`src/rtl/cmd_response_ctrl_if.sv`:
```
// Handshake bundle between the CMD top-level FSM / CMD line and the
// response controller.
//   master : CMD FSM side - drives start_rx, long_resp, cmd_in, observes status
//   slave  : cmd_response_ctrl - drives deserializer controls and status
interface cmd_response_ctrl_if #(
  parameter int CNT_W = 8
);
  logic             start_rx;
  logic             long_resp;
  logic             cmd_in;
  logic             des_enable;
  logic             des_reset;
  logic             rx_busy;
  logic             resp_done;
  logic             timeout_err;
  logic             dir_bit_err;
  logic             end_bit_err;
  logic [CNT_W-1:0] bit_index;

  modport master (
    output start_rx, long_resp, cmd_in,
    input  des_enable, des_reset, rx_busy, resp_done,
           timeout_err, dir_bit_err, end_bit_err, bit_index
  );

  modport slave (
    input  start_rx, long_resp, cmd_in,
    output des_enable, des_reset, rx_busy, resp_done,
           timeout_err, dir_bit_err, end_bit_err, bit_index
  );
endinterface

```
`src/rtl/cmd_response_ctrl.sv`:
```
// CMD-line response sequencer. After start_rx it waits up to TIMEOUT cycles
// for the card's start bit, then holds the deserializer enabled for exactly
// one 48- or 136-bit frame, checking the transmission and end bits.
// Ports:
//   sd_clock : clock, all state on posedge
//   reset    : asynchronous active-high reset
//   bus      : cmd_response_ctrl_if.slave
//              in  start_rx, long_resp, cmd_in
//              out des_enable, des_reset, rx_busy, resp_done,
//                  timeout_err, dir_bit_err, end_bit_err, bit_index
module cmd_response_ctrl #(
  parameter int TIMEOUT   = 64,
  parameter int SHORT_LEN = 48,
  parameter int LONG_LEN  = 136,
  parameter int CNT_W     = 8
) (
  input logic               sd_clock,
  input logic               reset,
  cmd_response_ctrl_if.slave bus
);

  localparam logic [CNT_W-1:0] SHORT_LAST = CNT_W'(SHORT_LEN - 1);
  localparam logic [CNT_W-1:0] LONG_LAST  = CNT_W'(LONG_LEN - 1);
  localparam logic [CNT_W-1:0] TO_LAST    = CNT_W'(TIMEOUT - 1);
  localparam logic [CNT_W-1:0] ONE        = CNT_W'(1);

  typedef enum logic [1:0] {IDLE, WAIT_START, RECEIVE, DONE} state_t;

  state_t           state, state_n;
  logic             is_long;
  logic [CNT_W-1:0] tcnt;
  logic [CNT_W-1:0] bit_cnt;
  logic             des_reset_q;
  logic             timeout_q, dir_q, end_q;
  logic             des_enable_c, rx_busy_c, resp_done_c;
  logic [CNT_W-1:0] last_idx;

  assign last_idx = is_long ? LONG_LAST : SHORT_LAST;

  always_ff @(posedge sd_clock or posedge reset) begin
    if (reset) state <= IDLE;
    else       state <= state_n;
  end

  always_comb begin
    state_n      = state;
    des_enable_c = 1'b0;
    rx_busy_c    = 1'b0;
    resp_done_c  = 1'b0;
    unique case (state)
      IDLE: if (bus.start_rx) state_n = WAIT_START;
      WAIT_START: begin
        rx_busy_c    = 1'b1;
        // Combinational so the start bit itself is captured on the edge
        // that detects it.
        des_enable_c = ~bus.cmd_in;
        // A start bit on the last allowed cycle wins over the timeout.
        if (!bus.cmd_in)             state_n = RECEIVE;
        else if (tcnt == TO_LAST)    state_n = DONE;
      end
      RECEIVE: begin
        rx_busy_c    = 1'b1;
        des_enable_c = 1'b1;
        if (bit_cnt == last_idx) state_n = DONE;
      end
      DONE: begin
        resp_done_c = 1'b1;
        state_n     = IDLE;
      end
      default: state_n = IDLE;
    endcase
  end

  // Datapath: counters and sticky flags. Flags and bit count hold after DONE
  // and clear only when the next start_rx is accepted.
  always_ff @(posedge sd_clock or posedge reset) begin
    if (reset) begin
      is_long     <= 1'b0;
      tcnt        <= '0;
      bit_cnt     <= '0;
      des_reset_q <= 1'b0;
      timeout_q   <= 1'b0;
      dir_q       <= 1'b0;
      end_q       <= 1'b0;
    end else begin
      des_reset_q <= 1'b0;
      unique case (state)
        IDLE: if (bus.start_rx) begin
          is_long     <= bus.long_resp;
          tcnt        <= '0;
          bit_cnt     <= '0;
          timeout_q   <= 1'b0;
          dir_q       <= 1'b0;
          end_q       <= 1'b0;
          des_reset_q <= 1'b1;
        end
        WAIT_START: begin
          if (!bus.cmd_in)          bit_cnt   <= ONE;
          else if (tcnt == TO_LAST) timeout_q <= 1'b1;
          else                      tcnt      <= tcnt + ONE;
        end
        RECEIVE: begin
          if (bit_cnt == ONE && bus.cmd_in)        dir_q <= 1'b1;
          if (bit_cnt == last_idx && !bus.cmd_in)  end_q <= 1'b1;
          // Leaves RECEIVE once bit_cnt reaches LEN, so this saturates there.
          bit_cnt <= bit_cnt + ONE;
        end
        default: ;
      endcase
    end
  end

  assign bus.des_enable  = des_enable_c;
  assign bus.rx_busy     = rx_busy_c;
  assign bus.resp_done   = resp_done_c;
  assign bus.des_reset   = des_reset_q;
  assign bus.timeout_err = timeout_q;
  assign bus.dir_bit_err = dir_q;
  assign bus.end_bit_err = end_q;
  assign bus.bit_index   = bit_cnt;

endmodule

```
`src/flat_wrapper.sv`:
```
// flat-port wrapper written by rule: the top's interface ports become plain ports
module cmd_response_ctrl_flat 
#(
  parameter int TIMEOUT   = 64,
  parameter int SHORT_LEN = 48,
  parameter int LONG_LEN  = 136,
  parameter int CNT_W     = 8
)
  (sd_clock, reset, bus_start_rx, bus_long_resp, bus_cmd_in, bus_des_enable, bus_des_reset, bus_rx_busy, bus_resp_done, bus_timeout_err, bus_dir_bit_err, bus_end_bit_err, bus_bit_index);
  cmd_response_ctrl_if #(.CNT_W(CNT_W)) bus_i ();
  input logic sd_clock;
  input logic reset;
  input wire logic [$bits(bus_i.start_rx)-1:0] bus_start_rx;
  input wire logic [$bits(bus_i.long_resp)-1:0] bus_long_resp;
  input wire logic [$bits(bus_i.cmd_in)-1:0] bus_cmd_in;
  output wire logic [$bits(bus_i.des_enable)-1:0] bus_des_enable;
  output wire logic [$bits(bus_i.des_reset)-1:0] bus_des_reset;
  output wire logic [$bits(bus_i.rx_busy)-1:0] bus_rx_busy;
  output wire logic [$bits(bus_i.resp_done)-1:0] bus_resp_done;
  output wire logic [$bits(bus_i.timeout_err)-1:0] bus_timeout_err;
  output wire logic [$bits(bus_i.dir_bit_err)-1:0] bus_dir_bit_err;
  output wire logic [$bits(bus_i.end_bit_err)-1:0] bus_end_bit_err;
  output wire logic [$bits(bus_i.bit_index)-1:0] bus_bit_index;
  assign bus_i.start_rx = bus_start_rx;
  assign bus_i.long_resp = bus_long_resp;
  assign bus_i.cmd_in = bus_cmd_in;
  assign bus_des_enable = bus_i.des_enable;
  assign bus_des_reset = bus_i.des_reset;
  assign bus_rx_busy = bus_i.rx_busy;
  assign bus_resp_done = bus_i.resp_done;
  assign bus_timeout_err = bus_i.timeout_err;
  assign bus_dir_bit_err = bus_i.dir_bit_err;
  assign bus_end_bit_err = bus_i.end_bit_err;
  assign bus_bit_index = bus_i.bit_index;
  cmd_response_ctrl #(.TIMEOUT(TIMEOUT), .SHORT_LEN(SHORT_LEN), .LONG_LEN(LONG_LEN), .CNT_W(CNT_W)) u_core (.sd_clock(sd_clock), .reset(reset), .bus(bus_i));
endmodule
```
`config.mk`:
```
export PLATFORM = sky130hd
export DESIGN_NAME = cmd_response_ctrl_flat
export DESIGN_NICKNAME = d
export VERILOG_FILES = /design/src/rtl/cmd_response_ctrl_if.sv /design/src/rtl/cmd_response_ctrl.sv /design/src/flat_wrapper.sv
export SDC_FILE = /design/constraint.sdc
export NUM_CORES = 1
export LEC_CHECK = 0
export CORE_MARGIN = 1.5
export CORE_UTILIZATION = 48
export DETAILED_ROUTE_END_ITERATION = 6
export PLACE_DENSITY = 0.75
export SYNTH_ARGS = -nofsm -noshare
export SYNTH_HDL_FRONTEND = slang
export SYNTH_SLANG_ARGS = --single-unit
```
`constraint.sdc`:
```
create_clock -name sd_clock -period 2 [get_ports sd_clock]
set_input_delay 0.3 -clock sd_clock [delete_from_list [all_inputs] [get_ports sd_clock]]
set_output_delay 0.3 -clock sd_clock [all_outputs]
set_load 0.005 [all_outputs]
```
# == Word-level counts from Yosys, hierarchy flattened ==
# Index checks and enable logic that the tools add are counted.
# word_totals
output_inout_bits,15
inputBits,5
regBits,23
elab_cells,66
# classes
n_bitwise,1
add_sub_neg,2
n_eq_ne,15
n_mux,25
n_reduce_logical,15
# op_table
cell,count
2-to-1 mux 8 bit,5
one-hot mux 8 bit (3 select lines),1
"adder 8 x 1 -> 8 bit, second input constant",2
one-hot mux 8 bit (2 select lines),1
AND reduction 3 bit,4
2-to-1 mux 1 bit,9
"== test 8 x 1 -> 1 bit, second input constant",1
"== test 8 x 6 -> 1 bit, second input constant",1
== test 8 bit,1
2-to-1 mux 2 bit,4
"inequality test 2 x 1 -> 1 bit, second input constant",4
"inequality test 2 bit, second input constant",4
one-hot mux 1 bit (2 select lines),4
one-hot mux 2 bit (4 select lines),1
AND reduction 4 bit,2
"== test 2 bit, second input constant",2
nonzero test 2 bit,2
"inequality test 3 x 2 -> 1 bit, second input constant",1
nonzero test 3 bit,1
"== test 2 x 1 -> 1 bit, second input constant",1
logical AND 1 bit,2
zero test 2 bit,1
AND reduction 2 bit,1
OR reduction 2 bit,1
2 further kinds,2

# == Logic depth before layout (Yosys ltp) ==
# Gate-level depths: netlist of run 1.
# depth
word_depth,5
ltp_mapped,7
ltp_nobuf,6

# == Least setup slack after synthesis of run 1 ==
# No wires, ideal clock.
# synth_path
path_type,flip-flop to flip-flop
startpoint,register u_core.tcnt[0]
endpoint,register u_core.state[1]
arrival_time_ns,1.820
n_path_buf,0
setup_ns,0.128
synth_period_minus_slack_ns,1.947
setup_slack_ns,0.053
t_required_ns,1.872
path_stages_with_launch,6
path_cell_list,dfrtp_1 -> ha_1 -> or3b_1 -> or2_1 -> a221oi_2 -> mux2_1
# synth_via
elab_chain_len,3
# synth_rtl
item,line,rtl
"start, declared",cmd_response_ctrl.sv:31,logic [CNT_W-1:0] tcnt;
"start signal, assigned",cmd_response_ctrl.sv:100,else tcnt <= tcnt + ONE;
== test 8 x 6 -> 1 bit,cmd_response_ctrl.sv:59,else if (tcnt == TO_LAST) state_n = DONE;
inequality test 3 x 2 -> 1 bit (no source line),-,
AND reduction 3 bit (no source line),-,
"end signal, assigned",cmd_response_ctrl.sv:42,else state <= state_n;
"end, declared",cmd_response_ctrl.sv:29,"state_t state, state_n;"
# Every way passes these cells.
# A chain may end at the register's enable or synchronous reset.

# == Worst setup path after layout of run 1 ==
# layout_path
startpoint,register u_core.state[0]
endpoint,register u_core.tcnt[3]
# layout_via
elab_chain_len,3
elab_cells_between_ends,8
cone_classes,eq/ne: 4; mux: 1; reduce/logical: 3
# layout_rtl
item,line,rtl
== test 2 x 1 -> 1 bit or zero test 2 bit (tied branches),cmd_response_ctrl.sv:87,unique case (state)
inequality test 2 bit (no source line) or nonzero test 2 bit (tied branches),-,
AND reduction 4 bit (no source line),-,
# Several ways; a longest one is shown, not always the timed one.

==> run metrics, run 1 <==
Die Wd about 56 um; Core Area 0.00271 sq mm; initial cell density of the core between 50% and 60%; Slowest-stage cell, CP or4_4; Final Core Density 65.9%; Hold Path Class primary input to async pin; I/O pin count 20; final hold vios 0; Mapped Nets 156; endpoint class of the critical path flip-flop; Post-Syn Area roughly 0.0014 sq mm; final wirelength ~3200 um; Post-Syn Area per Cell approximately 9.4 sq um; FFs w/ async S/R, synth 100%; PwrDens 1150 mW/mm^2; Worst Reg-to-Reg Cells 6; Slew Viols, Final 0; RSZ-0062 raised after global routing true; initial antenna violation count 0; WP data arrival 2190 ps; routed len/inst 15.0 um; die area around 0.0032 sq mm; most frequent cell after synthesis dfrtp_1; worst-path cell chain ha_4 > nor2b_4 > buf_4 > or3_4 > or4_4 > a21oi_2; critical path launch point type flip-flop; Unique masters post-synth 38; Synth area leaders dfrtp_1 42%, ha_1 6.4%, o211ai_1 3.3%; setup TNS 0 ps; synth cell count leaders 23 x dfrtp_1, 11 x nand2_1, 11 x nor2_1, 8 x a21oi_1; Req. time, crit path around 2300 ps; cells after synthesis roughly 140; Final #Nets 195; Vias about 1.2k; IO Port Bufs 19; CTS tree done; Layout area overhead 31.4%; DRC viols 0; Sink Count 23; status completed; skew final about 13 ps; relative slew slack 69.2%; Bufs on Longest Clock Path 2; post-DP HPWL 2370 um; vias in the first global route between 1k and 1.5k; crit path kind flip-flop to flip-flop; ANT cells 0; Largest stage delay, worst path approximately 480 ps; post-layout min period just under 2000 ps; Yosys top cell area share 42.4%; routed vias/inst 5.84; largest net degree at the start of global routing 24; r2r endpoint u_core.tcnt[3]; Root Buffer clkbuf_4; f_max 519 MHz; Die Ht 56.2 um; share of layout cells above drive strength 1 between 20% and 30%; final setup vio count 0; Primary FF master, synth dfrtp_1; GRT overflow 0; FF-to-FF Start u_core.state[0]; GPL Wtd Cong 0.882; Synth Warn # 0; H-tree depth 1; Starting DRT DRC Count 39; flop2flop setup slack about 73 ps; Max VDD drop 1.26 mV; largest area contributor in the netlist dfrtp_1; static leakage 0.781 nW; 1st-pass router iterations 4; worst-path fanout max 6; number of synthesized flops with an enable pin 0; Clk pin slew, worst setup/hold paths 140 ps; Num CTS Buffers 3; Filler cells 221; Total GRT Usage 22.4%; #FFs+latches synth 23; Core Rows 19; ANT nets after route 0; cts-stage hold buffer count 0; Final Cycle Share 96.4%; # Max-Cap Violations 0; Tot Pwr 2.05 mW; register area share after synthesis between 40 and 50%; first-pass GRT wire length 5640 um; Worst Tran Pin Value 460 ps; worst skew pair latency 320 ps
==> layer usage <==
metal	vias to the layer above	track usage [%]	routed length, um
li1	605	-	-
met1	604	29.3	1420
met2	29	37.3	1630
met3	6	3.02	92
met4	0	9.18	53
met5	-	0	0
==> registers in the layout (all words and copies together) (netlist names) <==
| name | flops |
|---|---|
| u_core.bus.bit_index | 8 |
| u_core.is_long | 1 |
| u_core.bus.dir_bit_err | 1 |
| u_core.tcnt | 8 |
| u_core.bus.des_reset | 1 |
| u_core.bus.end_bit_err | 1 |
| u_core.state | 2 |
| u_core.bus.timeout_err | 1 |
==> kinds of logic (layout without fill, tap and decap cells) <==
logic type      after synthesis  count (layout)  share of synthesized area, %
compound gates               33              33                          16.2
fa+ha+maj                     7               7                          6.45
simple gates                 64              64                          26.7
buf+inv                       9              47                          2.76
xor+xnor                      6               6                          3.87
flops                        23              23                          42.4
mux                           2               2                          1.66
==> worst max-delay path: cells and delay by family, from the launching register on <==
kind                     cells  cell delay [ps]
buffers and inverters        1              130
AO/OA/AOI/OAI                1              120
adder cells (fa/ha/maj)      1              210
AND/OR/NAND/NOR              3              950
flip-flops                   1              460
==> final cells by class <==
| class | instances | area [sq um] | share of cell area (%) |
|---|---|---|---|
| Clock buffer | 3 | 22.5 | 1.26 |
| Timing Repair Buffer | 38 | 333 | 18.6 |
| Sequential cell | 23 | 576 | 32.2 |
| Multi-Input combinational cell | 112 | 792 | 44.4 |
| Clock inverter | 1 | 5.00 | 0.280 |
| Tap cell | 31 | 38.8 | 2.17 |
| Inverter | 5 | 18.8 | 1.05 |
==> where the power goes <==
group / total (mW) / switching [mW] / internal, mW
clock: 0.222 / 0.147 / 0.0748
combinational: 1.18 / 0.579 / 0.604
sequential: 0.642 / 0.0875 / 0.555
total: 2.05 / 0.813 / 1.23
==> per-stage QoR <==
step	area [sq um]	std cells	setup WS, ps	hold WS [ps]
after detailed placement	1700	208	4.78	516
final	1790	213	72.6	299
after CTS	1760	213	35.5	311
after global routing	1790	213	-15.6	344
after global placement	1700	208	34.8	496
after floorplan	1360	144	52.6	302
==> placed cells by master (no fill, tap or decap), types with 4 or more instances in the layout <==
master	instances
a21oi_1	7
buf_4	19
clkdlybuf4s50_1	16
dfrtp_1	23
ha_1	5
nand2_1	11
nand3_1	7
nand4_1	7
nor2_1	11
o211ai_1	6
o21ai_0	7
o31ai_1	4
==> repair_timing <==
item / 4_1_cts / 5_1_grt
setup endpoints to repair: 2 / 3
gates resized for setup: 9 / 5
setup buffers: 1 / 0
pin swaps: 0 / 2
hold endpoints to repair: 0 / 0
==> worst max-delay path by stage <==
| stage | from | endpoint | slack, ps | depth (start not counted) |
|---|---|---|---|---|
| global route | u_core.state[1] | u_core.tcnt[3] | -20 | 7 |
| global placement | bus_start_rx | u_core.tcnt[3] | 30 | 5 |
| floorplan | u_core.tcnt[0] | u_core.state[1] | 50 | 5 |
| finish | u_core.state[0] | u_core.tcnt[3] | 70 | 6 |
| detailed placement | bus_start_rx | u_core.tcnt[3] | 5 | 5 |
| CTS | u_core.state[0] | bus_resp_done | 40 | 3 |
Note: power is estimated with default switching activity, not from simulation.
==> run 2, diff against run 1 <==
--- a/config.mk
+++ b/config.mk
@@ -5,7 +5,6 @@
 export SDC_FILE = /design/constraint.sdc
 export NUM_CORES = 1
 export LEC_CHECK = 0
-export CORE_MARGIN = 1.5
 export CORE_UTILIZATION = 48
 export DETAILED_ROUTE_END_ITERATION = 6
 export PLACE_DENSITY = 0.75
==> run metrics, run 2 (same netlist as run 1, synthesis figures left out) <==
non-filler cells, final 214; placed insts 205; GRT overflow 0; routed len/inst 15.2 um; Die Wd 55.2 um; Slew Viols, Final 0; final wirelength 3260 um; crit path kind flip-flop to flip-flop; Core Area 0.00257 sq mm; Die Ht 55.2 um; Clk pin slew, worst setup/hold paths roughly 130 ps; skew final 8.27 ps; Req. time, crit path 2200 ps; cts-stage hold buffer count 0; worst-path cell chain ha_2 > or3b_4 > or2_1 > a221oi_2 > mux2_1; # Max-Cap Violations 0; Layout area overhead 32.8%; first-pass GRT wire length 5310 um; status completed; worst-path fanout max 2; Num CTS Buffers 3; initial antenna violation count 0; post-DP HPWL 2410 um; die area 0.00305 sq mm; endpoint class of the critical path flip-flop; Worst Tran Pin Value 499 ps; worst skew pair latency 300 ps; Total GRT Usage 21.6%; FF-to-FF Start u_core.tcnt[0]; vias in the first global route 1206; final instance area between 0.0015 and 0.002 sq mm; leading cell types in the layout, fill and taps excluded 23 x dfrtp_1, 20 x buf_4, 17 x clkdlybuf4s50_1, 11 x nor2_1, 11 x nand2_1; Core Rows 18; Final Core Density between 70 and 80%; relative slew slack 66.6%; post-layout min period 1940 ps; flop2flop setup slack 60 ps; GPL Wtd Cong 0.823; setup TNS 0 ps; critical path launch point type flip-flop; ANT nets after route 0; WP data arrival between 2000 and 2500 ps; routed vias/inst 5.76; initial cell density of the core between 50% and 60%; Largest stage delay, worst path 390 ps; Sink Count 23; Final Cycle Share slightly below 100%; Hold Path Class primary input to async pin; 1st-pass router iterations 4; final hold vios 0; PwrDens between 1000 and 1500 mW/mm^2; ANT cells 0; f_max 516 MHz; placement-stage cell area around 0.0017 sq mm; I/O pin count 20; static leakage 0.786 nW; commonest non-fill, non-tap cell in the layout dfrtp_1; r2r endpoint u_core.state[1]; largest net degree at the start of global routing 13; Worst Reg-to-Reg Cells 5; Max VDD drop 1.04 mV; DRC viols 0; RSZ-0062 raised after global routing false; Starting DRT DRC Count 29; IO Port Bufs 19; Final #Nets a little under 200; Root Buffer clkbuf_4; Vias 1233; final setup vio count 0; Slowest-stage cell, CP dfrtp_1; CTS tree done; share of layout cells above drive strength 1 between 20% and 30%; Final Hold Slack 290 ps; H-tree depth 1; Bufs on Longest Clock Path 2
## run 2: layout make-up
type | instances | area (sq um)
Multi-Input combinational cell | 112 | 793
Fill cell | 202 | 763
Sequential cell | 23 | 576
Timing Repair Buffer | 40 | 353
Tap cell | 30 | 37.5
Clock buffer | 4 | 26.3
Inverter | 5 | 18.8
## run 2: how the worst max path moves through the flow
| stage | from | end | slack [ps] | cells after the start |
|---|---|---|---|---|
| final | u_core.tcnt[0] | u_core.state[1] | 60 | 5 |
| after detailed placement | bus_start_rx | u_core.tcnt[3] | 6 | 5 |
| after floorplan | u_core.tcnt[0] | u_core.state[1] | 50 | 5 |
| after global routing | u_core.state[1] | u_core.tcnt[3] | 2 | 7 |
| after global placement | bus_start_rx | u_core.tcnt[3] | 30 | 5 |
| after CTS | u_core.state[1] | u_core.tcnt[6] | 3 | 8 |
## run 2: report_power, final
| group | total (mW) | switching [mW] | internal [mW] |
|---|---|---|---|
| clock | 0.211 | 0.134 | 0.0776 |
| sequential | 0.633 | 0.0780 | 0.555 |
| combinational | 1.24 | 0.590 | 0.652 |
| total | 2.09 | 0.801 | 1.28 |
## run 2: timing repair
item                       4_1_cts  5_1_grt
setup endpoints to repair        2        5
setup buffers                    2        3
gates resized for setup          7        8
pin swaps                        1        3
## run 2: worst max-delay path: cells and delay by family, from the launching register on
family                   cells  cell delay [ps]
AO/OA/AOI/OAI                1              290
AND/OR/NAND/NOR              2              630
multiplexers                 1              350
adder cells (fa/ha/maj)      1              180
flip-flops                   1              390
## run 2: per-stage QoR
| step | setup slack (ps) | total power [mW] |
|---|---|---|
| 2_1_floorplan | 52.6 | 1.25 |
| 3_3_place_gp | 29.6 | 1.70 |
| 3_5_place_dp | 6.36 | 1.73 |
| 4_1_cts | 2.92 | 2.04 |
| 5_1_grt | 2.29 | 2.23 |
| 6_report | 60.9 | 2.09 |
## run 2: per-layer routing
metal	part of all wire [%]	global-route usage (%)	routed length [um]	vias up
met3	3.4	3.04	111	2
met5	0	0	0	-
met2	50	35.3	1640	27
met4	0.43	8.21	14	0
li1	-	-	-	612
met1	46	29.2	1500	592
==> run 3, diff against run 2 <==
--- a/config.mk
+++ b/config.mk
@@ -11,3 +11,4 @@
 export SYNTH_ARGS = -nofsm -noshare
 export SYNTH_HDL_FRONTEND = slang
 export SYNTH_SLANG_ARGS = --single-unit
+export TNS_END_PERCENT = 100
==> results of run 3 <==
The final DEF is identical to that of run 2; final timing and power are the same.
